<file path="src/rtl/instr_injector.sv">
// rtl/instr_injector.sv - program-buffer instruction sequencer for the CPU switch-instruction path
// Optional running checksum on trace_sum enabled by defining INJ_TRACE_EN.
module instr_injector #(
  parameter int DATA_W                = 16,
  parameter int DEPTH                 = 32,
  parameter int ADDR_W                = 5,
  parameter logic [DATA_W-1:0] NOP_WORD = 16'h0800,
  parameter int DRAIN_CYCLES          = 4
) (
  input  logic              clk,
  input  logic              rst,
  input  logic              load_en,
  input  logic [ADDR_W-1:0] load_addr,
  input  logic [DATA_W-1:0] load_data,
  input  logic [ADDR_W:0]   prog_len,
  input  logic [7:0]        repeat_cnt,
  input  logic              start,
  input  logic              step_mode,
  input  logic              step,
  input  logic              stall,
  output logic [DATA_W-1:0] instr_out,
  output logic              instr_valid,
  output logic [ADDR_W-1:0] pc_out,
  output logic              busy,
  output logic              done,
  output logic [DATA_W-1:0] trace_sum
);

  localparam int CNT_W = (DRAIN_CYCLES > 1) ? $clog2(DRAIN_CYCLES) : 1;
  localparam logic [ADDR_W:0] DEPTH_L = (ADDR_W+1)'(DEPTH);
  localparam logic [CNT_W-1:0] DRAIN_LAST = CNT_W'(DRAIN_CYCLES - 1);

  typedef enum logic [1:0] {S_IDLE, S_RUN, S_DRAIN} state_t;

  state_t            state_q, state_d;
  logic [ADDR_W-1:0] pc_q, pc_d;
  logic [7:0]        pass_q, pass_d;
  logic [7:0]        rep_q, rep_d;
  logic [ADDR_W:0]   len_q, len_d;
  logic [DATA_W-1:0] out_q, out_d;
  logic              valid_q, valid_d;
  logic              done_q, done_d;
  logic [CNT_W-1:0]  dcnt_q, dcnt_d;
  logic [DATA_W-1:0] mem_q [DEPTH];

  logic              advance;
  logic              at_last;
  logic [ADDR_W-1:0] pc_inc;

  // Program buffer survives reset so a reloaded bench can simply restart.
  always_ff @(posedge clk) begin
    if (load_en) mem_q[load_addr] <= load_data;
  end

  assign advance = !stall && (!step_mode || step);
  assign at_last = ({1'b0, pc_q} == (len_q - 1'b1));
  assign pc_inc  = pc_q + 1'b1;

`ifdef INJ_TRACE_EN
  logic [DATA_W-1:0] trace_q, trace_d;
  assign trace_sum = trace_q;
`else
  assign trace_sum = '0;
`endif

  always_comb begin
    state_d = state_q;
    pc_d    = pc_q;
    pass_d  = pass_q;
    rep_d   = rep_q;
    len_d   = len_q;
    out_d   = out_q;
    valid_d = valid_q;
    done_d  = 1'b0;
    dcnt_d  = dcnt_q;
`ifdef INJ_TRACE_EN
    trace_d = trace_q;
`endif
    case (state_q)
      S_IDLE: begin
        out_d   = NOP_WORD;
        valid_d = 1'b0;
        if (start && (prog_len != '0) && (prog_len <= DEPTH_L)) begin
          state_d = S_RUN;
          pc_d    = '0;
          pass_d  = '0;
          len_d   = prog_len;
          rep_d   = repeat_cnt;
          out_d   = mem_q[0];
          valid_d = 1'b1;
`ifdef INJ_TRACE_EN
          trace_d = '0;
`endif
        end
      end
      S_RUN: begin
        // The output word is captured together with pc, so a later buffer
        // write never disturbs the word already being presented.
        if (advance) begin
`ifdef INJ_TRACE_EN
          trace_d = {trace_q[DATA_W-2:0], trace_q[DATA_W-1]} ^ out_q;
`endif
          if (!at_last) begin
            pc_d  = pc_inc;
            out_d = mem_q[pc_inc];
          end else if (pass_q < rep_q) begin
            pc_d   = '0;
            pass_d = pass_q + 8'd1;
            out_d  = mem_q[0];
          end else begin
            state_d = S_DRAIN;
            pc_d    = '0;
            dcnt_d  = '0;
            out_d   = NOP_WORD;
            valid_d = 1'b0;
          end
        end
      end
      S_DRAIN: begin
        if (!stall) begin
          if (dcnt_q == DRAIN_LAST) begin
            state_d = S_IDLE;
            done_d  = 1'b1;
          end else begin
            dcnt_d = dcnt_q + 1'b1;
          end
        end
      end
      default: state_d = S_IDLE;
    endcase
  end

  always_ff @(posedge clk) begin
    if (rst) begin
      state_q <= S_IDLE;
      pc_q    <= '0;
      pass_q  <= '0;
      rep_q   <= '0;
      len_q   <= '0;
      out_q   <= NOP_WORD;
      valid_q <= 1'b0;
      done_q  <= 1'b0;
      dcnt_q  <= '0;
`ifdef INJ_TRACE_EN
      trace_q <= '0;
`endif
    end else begin
      state_q <= state_d;
      pc_q    <= pc_d;
      pass_q  <= pass_d;
      rep_q   <= rep_d;
      len_q   <= len_d;
      out_q   <= out_d;
      valid_q <= valid_d;
      done_q  <= done_d;
      dcnt_q  <= dcnt_d;
`ifdef INJ_TRACE_EN
      trace_q <= trace_d;
`endif
    end
  end

  assign instr_out   = out_q;
  assign instr_valid = valid_q;
  assign pc_out      = pc_q;
  assign busy        = (state_q != S_IDLE);
  assign done        = done_q;

endmodule
</file>
<file path="config.mk">
export PLATFORM = sky130hd
export DESIGN_NAME = instr_injector
export DESIGN_NICKNAME = d
export VERILOG_FILES = /design/src/rtl/instr_injector.sv
export SDC_FILE = /design/constraint.sdc
export NUM_CORES = 1
export LEC_CHECK = 0
export CORE_AREA = 5 5 279 281
export CTS_CLUSTER_SIZE = 24
export DETAILED_ROUTE_END_ITERATION = 6
export DIE_AREA = 0 0 284 286
export GPL_ROUTABILITY_DRIVEN = 0
export SLEW_MARGIN = 20
export SYNTH_ARGS = -nofsm -noshare
export SYNTH_HDL_FRONTEND = slang
export SYNTH_SLANG_ARGS = --single-unit
</file>
<file path="constraint.sdc">
create_clock -name clk -period 3.1 [get_ports clk]
set_input_delay 0.62 -clock clk [delete_from_list [all_inputs] [get_ports clk]]
set_output_delay 0.62 -clock clk [all_outputs]
set_load 0.01 [all_outputs]
</file>
==> key figures <==
Logic synthesis
  – Most used DFF post-synth: edfxtp_1
  – Post-synth cell types: 54
  – Top area cells in the synthesized netlist: edfxtp_1 69%, mux4_2 13%, dfxtp_1 4.4%
  – Syn Inst Count: 1180
  – Yosys reg bits: 561
  – Yosys warnings: 0
  – Mapped Area: 0.0223 mm²
  – Post-synth EDFFs: 512
  – Post-synthesis async set-or-reset flop share: 0%
  – Dominant cell type by area after synthesis: edfxtp_1
  – Sequential-to-total area share from yosys stat: 73.4%
  – Yosys top cell area share: 69.0%
  – Avg Inst Size Synth: 18.9 µm²

Final layout
  – Filler instances: 6920
  – Layout Nets: 1401
  – Diodes inserted: 0
  – Reg area: 0.0164 mm²
  – Area occupied by multi-input gates: 0.00558 mm²
  – Layout cells sized above 1: 23.0%
  – Area growth syn-to-layout: 19.4%
  – Post-route cell area: 0.0266 mm²
  – Final Core Density: 35.4%

STA
  – Final Slew Violations: 0
  – Final Critical Period: 2.72 ns
  – Final setup viols: 0
  – Final-report hold violation count: 0
  – Skew final: 0.0388 ns
  – Highest Clock Rate: 0.367 GHz
  – Final setup margin: 0.377 ns
  – RSZ-0062 raised after global routing: false
  – Slew @ Worst Pin: 0.744 ns
  – Final Cycle Share: 87.8%
  – Fin Setup TNS: 0 ns
  – Relative max-transition margin: 50.1%

Detailed routing
  – DRC viols: 0
  – Post-Route WL: 53100 µm
  – Vias: 11600
  – DRT Pass-1 Iters: 5
  – WL/cell: 22.4 µm
  – Final ANT Viol Nets: 0
  – Vias per cell: 4.91
  – Iter 0 DRT Violations: 985

Job
  – Max_cap viols: 0

Critical path
  – Worst setup EP type: flop
  – Worst Setup Start Kind: flop
  – Worst path slowest cell: or4b_1
  – CP max stage delay: 0.54 ns
  – Crit path kind: reg -> reg
  – Critical path cell sequence: inv_1, ha_1, nor2b_1, or3_1, a311oi_4, a31oi_2, or4b_1, a21oi_1
  – Worst-path maximum fanout: 14
  – Critical path arrival: 3.23 ns
  – Worst Path Required: 3.61 ns
  – CP bufs+invs: 1
  – Crit path max-delay family: simple AND/OR/NAND/NOR gates

Die
  – Core Footprint: 0.0752 mm²
  – Die height: 286 µm
  – Die W: 284 µm
  – Row Count: 101
  – Top-level I/O count: 82
  – Die area: 0.0812 mm²
  – Initial Util: 29.6%

Global route
  – Initial antenna violation count: 0
  – Overall routing resource usage: 12.9%
  – Grt total ovfl: 0
  – First-pass GRT wire length: 79100 µm
  – Vias in the first global route: 12100
  – Largest net degree at the start of global routing: 33

Place
  – Dpl ws: 0.0308 ns
  – DP Area: 0.0248 mm²
  – Input/output buffers: 65
  – Dpl hpwl: 32600 µm

CTS
  – TritonCTS buffer count: 56
  – CTS tree: done
  – H-tree depth: 2
  – Clock latency on the worst-skew pair: 0.62 ns
  – Hold_buf cts: 0
  – CTS root buffer: clkbuf_16
  – Clock transition at path regs: 0.06 ns
  – CTS sink count: 561
  – Post-CTS Setup Inserts: 0
  – Post-CTS Resized: 0
  – Maximum root-to-sink buffer count: 3

Pwr
  – Power per cell area: 622 mW/mm²
  – P_leak: 8.23 nW
  – Max VDD drop: 0.000456 V

Worst hold path
  – HP Class: reg -> reg

Run status
  – Run status: finished clean
==> cell families (layout without fill, tap and decap cells) <==
| logic type | after synthesis | after routing | synth area share [%] |
|---|---|---|---|
| simple gates | 193 | 193 | 4.24 |
| compound gates | 119 | 119 | 3.39 |
| mux | 195 | 195 | 15.9 |
| flops | 561 | 561 | 73.4 |
| fa+ha+maj | 11 | 11 | 0.618 |
| buf+inv | 89 | 287 | 1.92 |
| other cells | 1 | 16 | 0.0168 |
| xor+xnor | 11 | 11 | 0.466 |
==> registers in the layout (all words and copies together), names as in the netlist <==
name and flops:
instr_valid 1, pass_q 8, dcnt_q 2, done 1
state_q 2, len_q 6, rep_q 8, mem_q 512
instr_out 16, pc_out 5
==> stage by stage <==
step | hold slack (ns) | cells | total power [mW]
2_1_floorplan | 0.437 | 1195 | 9.39
3_3_place_gp | 0.460 | 2268 | 9.97
4_1_cts | 0.477 | 2371 | 16.7
6_report | 0.473 | 2371 | 16.5
3_5_place_dp | 0.468 | 2268 | 9.99
5_1_grt | 0.503 | 2371 | 17.1
==> final timing paths <==
check / startpoint / to / slack (ns) / cells past startpoint
worst min register to register: dcnt_q[1] / dcnt_q[1] / 0.47 / 2
worst min-delay path: dcnt_q[1] / dcnt_q[1] / 0.47 / 2
worst max register to register: len_q[0] / pass_q[5] / 0.38 / 8
worst max-delay path: len_q[0] / pass_q[5] / 0.38 / 8
==> area by class of cell <==
class                   instances  area share, %
inverters                      16          0.226
multi-input cells             545           21.0
repair buffers                168           5.78
clock buffers                  67           5.54
well taps                     978           4.60
clock inverters                36           1.39
flip-flops and latches        561           61.5
==> placed cells by master (no fill, tap or decap), drive strengths merged, types with 5 or more instances in the layout <==
master           n
a211o            5
a21oi           49
buf            103
bufinv           6
clkbuf          67
clkdlybuf4s50   65
clkinv          25
conb            16
dfxtp           49
edfxtp         512
ha              11
inv             19
mux2i           67
mux4           128
nand2           37
nand2b           6
nand3           11
nand3b           7
nor2            69
nor3            19
nor4            16
o21ai           11
o22ai           29
or3              6
xnor2            6
xor2             5
==> report_power, final <==
group | internal, mW | switching [mW]
Combinational | 0.655 | 0.740
Clock | 3.90 | 2.84
Sequential | 8.36 | 0.0525
==> layer usage <==
layer	global-route usage [%]	share of wire (%)
met3	2.57	7.0
met5	0	0
met1	18.1	44
met4	3.08	1.8
met2	20.8	47
==> worst reg2reg max path: stages (launching register included) <==
cell,delay (ns)
dfxtp_1,0.39
inv_1,0.06
ha_1,0.22
nor2b_1,0.14
or3_1,0.39
a311oi_4,0.38
a31oi_2,0.31
or4b_1,0.54
a21oi_1,0.20
==> cell usage after synthesis (2+ instances only) <==
cell type  number
a211o_1         5
a21o_1          2
a21oi_1        49
and3_1          3
buf_1           5
buf_2          21
buf_4          16
clkbuf_1       30
dfxtp_1        49
edfxtp_1      512
ha_1           11
inv_1          16
mux2i_1        67
mux4_2        128
nand2_1        37
nand2b_1        6
nand3_1        11
nand3b_1        7
nand4_1         3
nor2_1         69
nor2b_1         4
nor3_1         19
nor4_1         16
o211a_1         2
o211ai_1        3
o21ai_0         9
o21ai_1         2
o21bai_1        2
o22ai_1        29
o311ai_0        2
o31ai_1         3
o41ai_1         3
or3_1           5
or3b_2          2
or4_1           4
or4b_1          2
xnor2_1         6
xor2_1          4
Power figures use the tool's default switching activity.
